<file path="src/rtl/hex_display_reader.sv">
// hex_display_reader
//   Snoops a multiplexed, active-low 7-segment display bus and recovers the
//   hex word being shown. Each digit pattern has to be held unchanged for
//   STABLE_CYCLES consecutive one-hot strobe cycles before it is accepted.
//   Accepted digits are assembled into a NUM_DIGITS-nibble word. The word is
//   offered on a valid/ready interface once every digit has been seen.
//
// Parameters
//   NUM_DIGITS     number of multiplexed digits (1..8)
//   STABLE_CYCLES  identical qualifying cycles needed to accept a digit (>=1)
//
// Ports
//   clk         system clock, rising edge
//   reset_n     asynchronous active-low reset
//   seg         segment pattern, active-low, bit0=a .. bit6=g
//   dig_en      one-hot digit strobe, bit i = nibble i of value
//   out_ready   consumer ready
//   out_valid   assembled frame available
//   value       assembled hex word
//   bad_mask    bit i set: digit i pattern was not recognised
//   blank_mask  bit i set: digit i was blank (BLANK_DECODE_EN only, else 0)
//   dropped     sticky: a digit was accepted while a frame was pending
//
// Build option
//   `define BLANK_DECODE_EN : all-segments-off decodes as a valid blank digit
//                             (nibble 0, blank bit set) instead of a bad one.

module hex_display_reader #(
    parameter int NUM_DIGITS    = 4,
    parameter int STABLE_CYCLES = 3
) (
    input  logic                    clk,
    input  logic                    reset_n,
    input  logic [6:0]              seg,
    input  logic [NUM_DIGITS-1:0]   dig_en,
    input  logic                    out_ready,
    output logic                    out_valid,
    output logic [4*NUM_DIGITS-1:0] value,
    output logic [NUM_DIGITS-1:0]   bad_mask,
    output logic [NUM_DIGITS-1:0]   blank_mask,
    output logic                    dropped
);

    localparam int              CW      = (STABLE_CYCLES < 1) ? 1 : $clog2(STABLE_CYCLES + 1);
    localparam logic [CW-1:0]   CNT_MAX = CW'(STABLE_CYCLES);
    localparam int              SW      = NUM_DIGITS + 7;

    localparam logic [0:0] COLLECT = 1'b0;
    localparam logic [0:0] PRESENT = 1'b1;

    logic [0:0]            state;
    logic [NUM_DIGITS-1:0] seen;
    logic [CW-1:0]         cnt;
    logic [CW-1:0]         cnt_next;
    logic [SW-1:0]         prev;
    logic                  qual;
    logic                  same;
    logic                  accept;
    logic [3:0]            nib;
    logic                  bad;
`ifdef BLANK_DECODE_EN
    logic                  blank;
    logic [NUM_DIGITS-1:0] blank_r;
`endif

    // Inverse of the hex-to-7-segment table.
    always_comb begin
        nib = 4'h0;
        bad = 1'b0;
`ifdef BLANK_DECODE_EN
        blank = 1'b0;
`endif
        case (seg)
            7'b1000000: nib = 4'h0;
            7'b1111001: nib = 4'h1;
            7'b0100100: nib = 4'h2;
            7'b0110000: nib = 4'h3;
            7'b0011001: nib = 4'h4;
            7'b0010010: nib = 4'h5;
            7'b0000010: nib = 4'h6;
            7'b1111000: nib = 4'h7;
            7'b0000000: nib = 4'h8;
            7'b0010000: nib = 4'h9;
            7'b0001000: nib = 4'hA;
            7'b0000011: nib = 4'hB;
            7'b1000110: nib = 4'hC;
            7'b0100001: nib = 4'hD;
            7'b0000110: nib = 4'hE;
            7'b0001110: nib = 4'hF;
`ifdef BLANK_DECODE_EN
            7'b1111111: blank = 1'b1;
`endif
            default:    bad = 1'b1;
        endcase
    end

    // A run is "same" only if the previous cycle also qualified (cnt != 0).
    // The accept fires on the edge that takes the count to STABLE_CYCLES.
    // A saturated count never re-fires until the input changes.
    always_comb begin
        qual = (dig_en != '0) && ((dig_en & (dig_en - 1'b1)) == '0);
        same = qual && ({dig_en, seg} == prev) && (cnt != '0);
        if (!qual) begin
            cnt_next = '0;
        end else if (same) begin
            cnt_next = (cnt == CNT_MAX) ? cnt : cnt + 1'b1;
        end else begin
            cnt_next = CW'(1);
        end
        accept = qual && (same ? (cnt == CNT_MAX - 1'b1) : (STABLE_CYCLES == 1));
    end

    always_ff @(posedge clk or negedge reset_n) begin
        if (!reset_n) begin
            state    <= COLLECT;
            seen     <= '0;
            cnt      <= '0;
            prev     <= '0;
            value    <= '0;
            bad_mask <= '0;
            dropped  <= 1'b0;
`ifdef BLANK_DECODE_EN
            blank_r  <= '0;
`endif
        end else begin
            prev <= {dig_en, seg};
            cnt  <= cnt_next;
            case (state)
                COLLECT: begin
                    if (accept) begin
                        for (int unsigned i = 0; i < NUM_DIGITS; i++) begin
                            if (dig_en[i]) begin
                                value[4*i +: 4] <= nib;
                                bad_mask[i]     <= bad;
`ifdef BLANK_DECODE_EN
                                blank_r[i]      <= blank;
`endif
                            end
                        end
                        if ((seen | dig_en) == '1) begin
                            state <= PRESENT;
                            seen  <= '0;
                        end else begin
                            seen <= seen | dig_en;
                        end
                    end
                end
                PRESENT: begin
                    if (accept) begin
                        dropped <= 1'b1;
                    end
                    if (out_ready) begin
                        state <= COLLECT;
                    end
                end
                default: state <= COLLECT;
            endcase
        end
    end

    assign out_valid = (state == PRESENT);

`ifdef BLANK_DECODE_EN
    assign blank_mask = blank_r;
`else
    assign blank_mask = '0;
`endif

endmodule
</file>
<file path="config.mk">
export PLATFORM = sky130hd
export DESIGN_NAME = hex_display_reader
export DESIGN_NICKNAME = d
export VERILOG_FILES = /design/src/rtl/hex_display_reader.sv
export SDC_FILE = /design/constraint.sdc
export NUM_CORES = 1
export LEC_CHECK = 0
export CAP_MARGIN = 20
export CORE_ASPECT_RATIO = 0.9
export CORE_UTILIZATION = 50
export CTS_CLUSTER_DIAMETER = 100
export DETAILED_ROUTE_END_ITERATION = 7
export PLACE_DENSITY = 0.81
export SYNTH_ARGS = -nofsm -noshare
export SYNTH_HDL_FRONTEND = slang
export SYNTH_SLANG_ARGS = --single-unit
</file>
<file path="constraint.sdc">
create_clock -name clk -period 2.4 [get_ports clk]
set_input_delay 0.48 -clock clk [delete_from_list [all_inputs] [get_ports clk]]
set_output_delay 0.48 -clock clk [all_outputs]
set_load 0.005 [all_outputs]
</file>
* Yosys cells after proc, flatten, opt, wreduce, memory -nomap -nowiden
Cells that the tools add are included.
** Cells by class
- Add/subtract/negate cells :: 2
- $mul :: 0
- Divide/modulo/power cells :: 0
- Magnitude comparators :: 0
- Equality and inequality tests :: 20
- Shifts and indexed selects :: 0
- Multiplexer cells :: 11
- Bitwise logic cells :: 3
- Reduce and logical (&&, ||, !) cells :: 15
** Operators by type and width (count)
- $pmux W4 S15 :: 1
- $eq A7 B7 Y1 const B :: 4
- $eq A7 B5 Y1 const B :: 3
- $eq A7 B6 Y1 const B :: 3
- $reduce_or A16 Y1 :: 1
- $eq A7 B2 Y1 const B :: 2
- $eq A7 B4 Y1 const B :: 2
- $reduce_and A3 Y1 :: 4
- $eq A11 B11 Y1 :: 1
- $eq A7 B3 Y1 const B :: 1
- $logic_not A7 Y1 :: 1
- $mux W2 :: 3
- $mux W1 :: 5
- $and A4 B4 Y4 :: 1
- $eq A2 B2 Y1 const B :: 2
- $eq A4 B4 Y1 const B :: 1
- $logic_and A1 B1 Y1 :: 4
- $logic_not A4 Y1 :: 1
- $mux W4 :: 1
- $or A4 B4 Y4 :: 1
- $reduce_and A2 Y1 :: 2
- $reduce_bool A4 Y1 :: 1
- $sub A4 B1 Y4 const B :: 1
- $ne A3 B3 Y1 const B :: 1
- 4 further kinds :: 4
** Storage, ports and cells
- Flip-flop bits (word level) :: 39
- Bits in latches :: 0
- RAM bits :: 0
- ROM bits :: 0
- Bits of input ports :: 14
- Word-level logic and storage cells :: 64
- Memories :: 0

* Logic depth before layout (Yosys ltp)
Gate-level depths: netlist of run 1.
- Depth in word-level cells :: 10
- Depth in mapped cells :: 6

* Worst setup path before layout of run 1
OpenSTA, ideal clock, no wires.
- Kind :: input to register
- Start :: input dig_en[1]
- End :: register bad_mask[0]
- Setup time :: 0.125 ns
- Data arrival time :: 1.976 ns
- Required time :: 2.275 ns
- Slack :: 0.299 ns
- Stages :: 6
- Path through :: clkbuf_2 -> nor4b_1 -> a211oi_1 -> nand4b_1 -> nor2_1 -> mux2_2
** Between the ends
- Cells in the longest elaborated chain, start to end :: 9
- Elaborated cells between the ends (all ways) :: 11
** Ends and longest elaborated chain
- start, declared :: line 35 : input logic [NUM_DIGITS-1:0] dig_en,
- $sub A4 B1 Y4 :: line 101 : qual = (dig_en != '0) && ((dig_en & (dig_en - 1'b1)) == '0);
- $and A4 B4 Y4 :: line 101
- $logic_not A4 Y1 :: line 101
- $logic_and A1 B1 Y1 :: line 101
- $logic_and A1 B1 Y1 (2 in a row) :: line 102 : same = qual && ({dig_en, seg} == prev) && (cnt != '0);
- $mux W1 :: line 110 : accept = qual && (same ? (cnt == CNT_MAX - 1'b1) : (STABLE_CYCLES == 1));
- $logic_and A1 B1 Y1 * :: line 110
- $reduce_and A3 Y1 (no line) *
- end signal, assigned :: line 120 : bad_mask <= '0;
- end signal, assigned by index :: line 134 : bad_mask[i] <= bad;
- end, declared :: line 39 : output logic [NUM_DIGITS-1:0] bad_mask,
Mark *: on every way between the ends. The rest lies on a longest branch, timed or not.
A chain may end at the register's enable or synchronous reset.

* Final worst setup path of run 1
- Start :: input dig_en[2]
- End :: register seen[2]
** Between the ends
- Cells in the longest elaborated chain, start to end :: 9
- Elaborated cells between the ends (all ways) :: 14
** Ends and longest elaborated chain
- $sub A4 B1 Y4 :: line 101
- $and A4 B4 Y4 :: line 101
- $logic_not A4 Y1 :: line 101
- $logic_and A1 B1 Y1 :: line 101
- $logic_and A1 B1 Y1 (2 in a row) :: line 102
- $mux W1 :: line 110
- $logic_and A1 B1 Y1 :: line 110
- $reduce_and A2 Y1 (no line)
- end signal, assigned :: line 144 : seen <= seen | dig_en;
- end, declared :: line 52 : logic [NUM_DIGITS-1:0] seen;
Several ways; a longest one is shown, not always the timed one.

==> results of run 1 <==
[what timing repair did]
action | in CTS | in global routing
gates resized for setup | 0 | 5
endpoints found under the setup margin | 0 | 25
hold buffers | 0 | 0
[sequential cells by signal (all words and copies together), names as in the netlist]
signal and cells:
value 16, prev 11, bad_mask 4, seen 4
cnt 2, dropped 1, out_valid 1
[metal layers]
metal  part of all wire  routed length, um  GRT usage  vias to the layer above
li1                   -                  -          -                      731
met1               0.42               1820      0.295                      774
met2               0.51               2220      0.406                       56
met3              0.059                256     0.0593                        8
met4              0.015                 67     0.0893                        0
met5                  0                  0          0                        -
[power by group]
group,switching [mW],total (mW),internal (mW)
Combinational,0.0843,0.153,0.0685
Clock,0.214,0.476,0.262
Sequential,0.00539,0.673,0.668
Total,0.303,1.30,0.998
[layout by cell type, fill, tap and decap left out, types with 3 or more instances in the layout]
cell / synthesis / final
dfrtp_1: 39 / 39
clkdlybuf4s50_1: 0 / 32
buf_4: 4 / 24
mux2_2: 20 / 20
nor2_1: 13 / 13
xor2_1: 12 / 12
nand2_1: 10 / 10
clkbuf_8: 0 / 7
nor4_1: 6 / 6
nor2b_1: 6 / 6
o21ai_0: 5 / 5
o21a_1: 4 / 4
nor3_1: 4 / 4
conb_1: 1 / 4
inv_1: 3 / 3
o22ai_1: 3 / 3
nand3_1: 3 / 3
nor3b_1: 3 / 3
nand3b_1: 3 / 3
ha_1: 3 / 3
[cells by family (layout without fill, tap and decap cells)]
group	after synthesis	in the layout	synth area share
buf+inv	16	70	0.0405
fa+ha+maj	3	3	0.0193
compound gates	23	23	0.0816
mux	21	21	0.121
flops	39	39	0.501
other cells	1	4	0.00192
simple gates	60	60	0.177
xor+xnor	13	13	0.0584
[per-stage QoR]
step / total power [mW] / setup WS [ps]
finish: 1.30 / 56.0
global route: 1.35 / 23.0
CTS: 1.31 / 52.5
detailed placement: 0.834 / -243
global placement: 0.828 / -185
floorplan: 0.759 / 299
[Yosys cell counts (2+ instances only)]
cell / count
o21ai_0: 5
a21oi_1: 2
o21a_1: 4
buf_4: 4
nand2_1: 10
nor4_1: 6
inv_1: 3
nand3_1: 3
clkbuf_2: 2
ha_1: 3
nand3b_1: 3
nor2_1: 13
and3b_1: 2
nor2b_1: 6
dfrtp_1: 39
a22oi_1: 2
a32oi_1: 2
o22ai_1: 3
nand2b_1: 2
nor4b_1: 2
xor2_1: 12
mux2_2: 20
nor3_1: 4
clkbuf_1: 6
nor3b_1: 3
[area by class of cell]
type                       instances  area [um2]  share of cell area
clock buffer                       8         100              0.0385
inverter                           3        11.3             0.00433
multi-input combinational        124         926               0.356
sequential                        39         976               0.375
tap                               46        57.6              0.0221
timing repair buffer              59         531               0.204
[path summary, 6_finish.rpt]
path	end	slack, ps	cells past startpoint
min in group clk	dropped$_DFFE_PN0P_	490	1
max	seen[2]$_DFFE_PN0P_	60	6
max reg2reg	seen[2]$_DFFE_PN0P_	270	6
min reg2reg	dropped$_DFFE_PN0P_	490	1
max in group asynchronous	prev[8]$_DFF_PN0_	1570	1
min	cnt[0]$_DFFE_PN0P_	300	1
==> flow_summary.json, run 1 <==
{
  "hpwl_um": 3130,
  "crit-reg2reg-launch": "cnt[0]$_DFFE_PN0P_",
  "endpoint_kind": "flip-flop",
  "power_density_nw_per_um2": 500,
  "synth-edff-count": 0,
  "min_period_over_period": 0.977,
  "synth_area_per_cell_um2": 11.1,
  "initial_core_util": 0.522,
  "die_area_um2": 4150,
  "synth_ff_type": "dfrtp_1",
  "fin_util": 0.697,
  "cts.sinks": 39,
  "diodes": 0,
  "worstSetupStartpointType": "primary input",
  "grt_first_pass_wirelength_um": 7090,
  "track_usage": 0.238,
  "ir_worst_vdd_mv": 0.340,
  "wl_per_cell_um": 15.6,
  "tns_ps": 0,
  "placed_cell_area_um2": 2470,
  "crit_buf_inv": 1,
  "vias_per_cell": 5.62,
  "yosys_register_bits": 39,
  "finalWirelength_um": 4360,
  "clock_latency_ps": 290,
  "antenna_left": 0,
  "hold_path_class": "in2async",
  "htreeDepth": 2,
  "cp_top_family": "simple AND/OR/NAND/NOR gates",
  "skew_ps": 3.06,
  "path_class": "in2reg",
  "dieHeight_um": 61.2,
  "drive_gt1_frac": 0.236,
  "startpoint": "dig_en[2]",
  "clk_pin_slew_worst_paths_ps": 70,
  "status": "complete, no violations",
  "final_area_um2": 2600,
  "dieWidth_um": 67.8,
  "rsz0062_at_grt": "no",
  "drt_iter0_markers": 59,
  "grt_max_degree": 40,
  "numCtsBuffers": 5,
  "row_count": 21,
  "cts_tree": "done",
  "nets": 249,
  "leakage_nw": 1.18,
  "yosysTopAreaCellShare": 0.501,
  "critical-path-max-stage-delay_ps": 600,
  "hold_slack_ps": 297,
  "gp_congestion": 0.834,
  "async_reset_ff_frac": 1.00,
  "crit_arrival_ps": 2520,
  "tightest_slew_ps": 850,
  "path_cells": "clkdlybuf4s50_1, xor2_1, nor4_1, nand4b_1, or4b_4, o21a_1",
  "crit_path_max_fanout": 6,
  "netlist_instances": 176,
  "cts_setup_buffers": 0,
  "io_pins": 40,
  "critical_path_required_ps": 2580,
  "ys_seq_area_frac": 0.501,
  "ys_warn_count": 0,
  "core_area_um2": 3730,
  "dpl.cell_count": 271,
  "synth_area_um2": 1950,
  "fill_cells": 284,
  "portBuffers": 35,
  "max_slew_margin": 0.433,
  "drc_errors": 0,
  "syn_to_final_growth_pct": 33.5,
  "via_count": 1569,
  "setup_viol": 0,
  "final_max_slew_viol_count": 0,
  "synth_area_leaders": "dfrtp_1 (50%), mux2_2 (12%), xor2_1 (5.4%)",
  "yosysTopAreaCell": "dfrtp_1",
  "hold_viol": 0,
  "max_freq_ghz": 0.427,
  "fin_cells": 279,
  "root_buffer": "clkbuf_8",
  "maxCapViolations": 0,
  "slowest_stage": "or4b_4",
  "fin_crit_ps": 2340,
  "yosysUniqueCellTypes": 40,
  "clk_path_buf_depth": 2,
  "firstDrtPassIters": 4,
  "grt-ovfl-total": 0,
  "antenna_found_initial": 0,
  "grt_pass1_vias": 1562
}
No activity file was read; power rests on OpenSTA's default activity.
==> run 2: changes to the inputs <==
RECOVER_POWER = 50   (was unset)
==> run 2 against run 1 <==
First-iteration DRC count unchanged. Critical endpoint unchanged. Worst setup slack better by 0.78 ps. Critical path type unchanged. Combinational power about the same. Highest routed layer unchanged. Clock skew about the same. Largest power group unchanged. Sequential share of layout area up 0.25 points. Clock-buffer cell count unchanged. Final cell count unchanged.
==> flow_summary.json, run 2 (synthesis results as in run 1) <==
{
  "grt_first_pass_wirelength_um": 7090,
  "portBuffers": 35,
  "pre_cts_slack_ps": -243,
  "grt_max_degree": 40,
  "cp_num_cells": 6,
  "nets": 249,
  "htreeDepth": 2,
  "reg2reg_depth": 6,
  "maxCapViolations": 0,
  "io_pins": 40,
  "top_register": "value",
  "max_slew_margin": 0.361,
  "largest_reg_flops": 16,
  "finalWirelength_um": 4370,
  "max_freq_ghz": 0.427,
  "clock_latency_ps": 290,
  "final_cell_mix": "dfrtp_1 (39), clkdlybuf4s50_1 (32), buf_4 (24)",
  "critical-path-max-stage-delay_ps": 600,
  "fin_crit_ps": 2340,
  "layout_commonest_cell": "dfrtp_1",
  "grt_pass1_vias": 1562,
  "reg.largest.list": "value: 16 flops, prev: 11 flops",
  "diodes": 0,
  "critical_path_required_ps": 2580,
  "power_density_nw_per_um2": 503,
  "gp_congestion": 0.834,
  "cts_setup_buffers": 0,
  "tightest_slew_ps": 958,
  "vias_per_cell": 5.63,
  "drt_iter0_markers": 59,
  "core_area_um2": 3730,
  "final_max_slew_viol_count": 0,
  "die_area_um2": 4150,
  "row_count": 21,
  "cts_resized": 0,
  "path_cells": "clkdlybuf4s50_1, xor2_1, nor4_1, nand4b_1, or4b_4, o21a_1",
  "via_count": 1571,
  "syn_to_final_growth_pct": 32.6,
  "root_buffer": "clkbuf_8",
  "hpwl_um": 3130,
  "ir_worst_vdd_mv": 0.340,
  "slowest_stage": "or4b_4",
  "firstDrtPassIters": 4,
  "wl_per_cell_um": 15.7,
  "cts_tree": "done",
  "cp_top_family": "simple AND/OR/NAND/NOR gates",
  "clk_pin_slew_worst_paths_ps": 70,
  "endpoint_kind": "flip-flop",
  "skew_ps": 3.05,
  "layout_setup_ws_ps": 56.8,
  "cts.sinks": 39,
  "worstSetupStartpointType": "primary input",
  "hold_buffers": 0,
  "leakage_nw": 1.15,
  "fin_util": 0.692,
  "hold_viol": 0,
  "min_period_over_period": 0.976,
  "setup_viol": 0,
  "clk_path_buf_depth": 2,
  "hold_path_class": "in2async",
  "dieHeight_um": 61.2,
  "status": "complete, no violations",
  "grt-ovfl-total": 0,
  "drc_errors": 0,
  "numCtsBuffers": 5,
  "antenna_left": 0,
  "crit_buf_inv": 1,
  "rsz0062_at_grt": "no",
  "initial_core_util": 0.522,
  "crit_arrival_ps": 2520,
  "path_class": "in2reg",
  "antenna_found_initial": 0,
  "track_usage": 0.238,
  "crit_path_max_fanout": 6,
  "drive_gt1_frac": 0.236,
  "dieWidth_um": 67.8
}
==> run 2: cell types whose count changed in the layout (fill, tap and decap cells not counted), sizes merged <==
| cell | before | now |
|---|---|---|
| clkbuf | 8 | 11 |
| dlymetal6s2s | 2 | 0 |
| buf | 25 | 24 |
==> run 2: layer usage <==
layer	GRT usage	share of wire	up-vias
li1	-	-	732
met1	0.295	0.42	775
met2	0.406	0.51	56
met3	0.0593	0.058	8
met4	0.0893	0.015	0
met5	0	0	-
==> run 2: where the power goes <==
part / switching, mW / total [mW] / internal [mW]
Sequential: 0.00538 / 0.673 / 0.668
Combinational: 0.0844 / 0.151 / 0.0665
Clock: 0.214 / 0.476 / 0.262
==> run 2: path summary, 6_finish.rpt <==
kind / to / startpoint / slack, ps
setup / recovery: seen[2]$_DFFE_PN0P_ / dig_en[2] / 60
hold / removal: cnt[0]$_DFFE_PN0P_ / reset_n / 330
setup reg to reg: seen[2]$_DFFE_PN0P_ / cnt[0]$_DFFE_PN0P_ / 270
hold reg to reg: dropped$_DFFE_PN0P_ / dropped$_DFFE_PN0P_ / 490
max in group asynchronous: prev[8]$_DFF_PN0_ / reset_n / 1480
min in group clk: dropped$_DFFE_PN0P_ / dropped$_DFFE_PN0P_ / 490
==> run 2: cell type report <==
| cell class | count | area (um2) |
|---|---|---|
| fill | 287 | 1150 |
| sequential | 39 | 976 |
| multi-input combinational | 124 | 926 |
| timing repair buffer | 59 | 513 |
| clock buffer | 8 | 100 |
| tap | 46 | 57.6 |
| inverter | 3 | 11.3 |
==> run 2: per-stage QoR <==
step | cell area (um2) | std cells | hold slack, ps | setup TNS (ps) | power (mW)
finish | 2580 | 279 | 332 | 0 | 1.30
global route | 2580 | 279 | 422 | 0 | 1.35
CTS | 2570 | 279 | 318 | 0 | 1.31
detailed placement | 2470 | 271 | 469 | -5400 | 0.834
global placement | 2470 | 271 | 475 | -4230 | 0.828
floorplan | 1960 | 179 | 184 | 0 | 0.759
==> run 3: changes to the inputs <==
CORE_MARGIN = 2   (was unset)
GPL_TIMING_DRIVEN = 0   (was unset)
TNS_END_PERCENT = 100   (was unset)
==> run 3 against run 2 <==
Clock-buffer cell count down 3. Critical endpoint unchanged. Largest power group unchanged. Largest cell class is now multi-input combinational cells. Design area shrank 0.58%. Worst hold slack got worse by 11 ps. Critical path type unchanged. Final cell count decreased by 3.6%. Utilization fell by 0.40 points. Maximum frequency increased by 1.1%.
==> flow_summary.json, run 3 (synthesis results as in run 1) <==
{
  "grt_pass1_vias": 1522,
  "diodes": 0,
  "p_int_mw": 1.03,
  "crit-reg2reg-launch": "cnt[0]$_DFFE_PN0P_",
  "reg2reg_depth": 7,
  "drt_iter0_markers": 40,
  "path_class": "in2reg",
  "max_slew_margin": 0.368,
  "die_area_um2": 4410,
  "syn_to_final_growth_pct": 31.9,
  "gp_congestion": 0.857,
  "setup_viol": 0,
  "power_density_nw_per_um2": 527,
  "worstSetupStartpointType": "primary input",
  "p_sw_uw": 320,
  "hold_slack_ps": 321,
  "startpoint": "dig_en[3]",
  "rrSetupSlack_ps": 390,
  "drc_errors": 0,
  "grt_max_degree": 40,
  "pwr-share-seq": 0.497,
  "fin_crit_ps": 2320,
  "clock_latency_ps": 290,
  "grt_first_pass_wirelength_um": 7130,
  "dieHeight_um": 63.2,
  "core_area_um2": 3730,
  "crit_end": "seen[2]$_DFFE_PN0P_",
  "final_area_um2": 2570,
  "via_count": 1483,
  "nets": 239,
  "hpwl_um": 2820,
  "critical_path_required_ps": 2580,
  "maxCapViolations": 0,
  "crit_arrival_ps": 2500,
  "grt-ovfl-total": 0,
  "combPwrFrac": 0.103,
  "power_mw": 1.35,
  "slowest_stage": "or4b_4",
  "hold_buffers": 0,
  "crit_path_max_fanout": 6,
  "r2r_end": "seen[2]$_DFFE_PN0P_",
  "wl_per_cell_um": 15.1,
  "antenna_left": 0,
  "numCtsBuffers": 5,
  "root_buffer": "clkbuf_8",
  "drive_gt1_frac": 0.238,
  "clk_pin_slew_worst_paths_ps": 70,
  "fill_cells": 289,
  "io_pins": 40,
  "endpoint_kind": "flip-flop",
  "status": "complete, no violations",
  "fin_util": 0.688,
  "hold_viol": 0,
  "antenna_found_initial": 0,
  "p_sw_frac": 0.236,
  "initial_core_util": 0.522,
  "leakage_nw": 1.11,
  "final_max_slew_viol_count": 0,
  "ir_worst_vdd_mv": 0.369,
  "path_cells": "clkdlybuf4s50_1, clkbuf_4, xor2_1, a211oi_2, nand4b_1, buf_6, or4b_4, o21a_1",
  "placed_cell_area_um2": 2360,
  "track_usage": 0.202,
  "min_period_over_period": 0.966,
  "final_cell_mix": "dfrtp_1 (39), clkdlybuf4s50_1 (30), mux2_2 (20)",
  "row_count": 21,
  "cts_tree": "done",
  "tightest_slew_ps": 947,
  "firstDrtPassIters": 4,
  "htreeDepth": 2,
  "portBuffers": 35,
  "vias_per_cell": 5.51,
  "clockPowerShare": 0.400,
  "critical-path-max-stage-delay_ps": 530,
  "reg.largest.list": "value: 16 flops, prev: 11 flops",
  "largest_reg_flops": 16,
  "clk_path_buf_depth": 2,
  "finalWirelength_um": 4060,
  "hold_path_class": "in2async",
  "top_register": "value",
  "skew_ps": 6.65,
  "cts.sinks": 39,
  "layout_commonest_cell": "dfrtp_1",
  "max_freq_ghz": 0.431,
  "dieWidth_um": 69.8
}
==> run 3: cell types whose count changed in the layout (fill, tap and decap cells not counted), sizes merged <==
cell           previous run  this run
buf                      24         6
bufinv                    0         1
clkbuf                   11        16
clkdlybuf4s25             0         1
clkdlybuf4s50            32        30
clkinv                    0         2
dlygate4sd3               0         1
==> run 3: worst min path at each step <==
stage                             start                      end  depth (start not counted)
floorplan                       reset_n  bad_mask[0]$_DFFE_PN0P_                          0
global placement    dropped$_DFFE_PN0P_      dropped$_DFFE_PN0P_                          1
detailed placement  dropped$_DFFE_PN0P_      dropped$_DFFE_PN0P_                          1
CTS                             reset_n      seen[3]$_DFFE_PN0P_                          1
global route                    reset_n      seen[3]$_DFFE_PN0P_                          1
finish                          reset_n       cnt[0]$_DFFE_PN0P_                          1
==> run 3: area by class of cell <==
class	instances	area (um2)	area share
multi-input cells	124	985	0.383
flip-flops and latches	39	976	0.380
repair buffers	36	344	0.134
plain buffers	13	82.6	0.0321
clock buffers	5	68.8	0.0268
well taps	46	57.6	0.0224
clock inverters	3	43.8	0.0170
inverters	3	11.3	0.00438
==> run 3: layer usage <==
| metal | global-route usage | up-vias | wire (um) |
|---|---|---|---|
| met5 | 0 | - | 0 |
| met4 | 0.0625 | 0 | 43 |
| met3 | 0.0592 | 7 | 323 |
| met2 | 0.317 | 47 | 1860 |
| met1 | 0.271 | 720 | 1830 |
| li1 | - | 709 | - |
==> run 3: repair_timing <==
action                     CTS  global route
setup endpoints to repair   24            25
setup buffers                1             0
pin swaps                    0             1
hold endpoints to repair     0             0
resized for setup            9            25
==> run 3: power groups by stage <==
stage	clock (mW)	combinational [mW]	sequential (mW)
after floorplan	0	0.0733	0.685
after global placement	0	0.131	0.686
after detailed placement	0	0.131	0.686
after CTS	0.556	0.133	0.673
after global routing	0.576	0.157	0.674
final	0.542	0.140	0.673
==> run 3: per-stage QoR <==
step / setup WS (ps) / std cells / setup TNS, ps
2_1_floorplan: 299 / 179 / 0
3_3_place_gp: -531 / 260 / -13170
3_5_place_dp: -564 / 260 / -12020
4_1_cts: 0.688 / 269 / 0
5_1_grt: -32.7 / 269 / -61.3
6_report: 82.1 / 269 / 0
==> run 3: worst max-delay path: cells and delay by family <==
| kind | cells | cell delay, ps |
|---|---|---|
| AO/OA/AOI/OAI | 2 | 240 |
| XOR/XNOR | 1 | 200 |
| buffers and inverters | 3 | 850 |
| AND/OR/NAND/NOR | 2 | 730 |
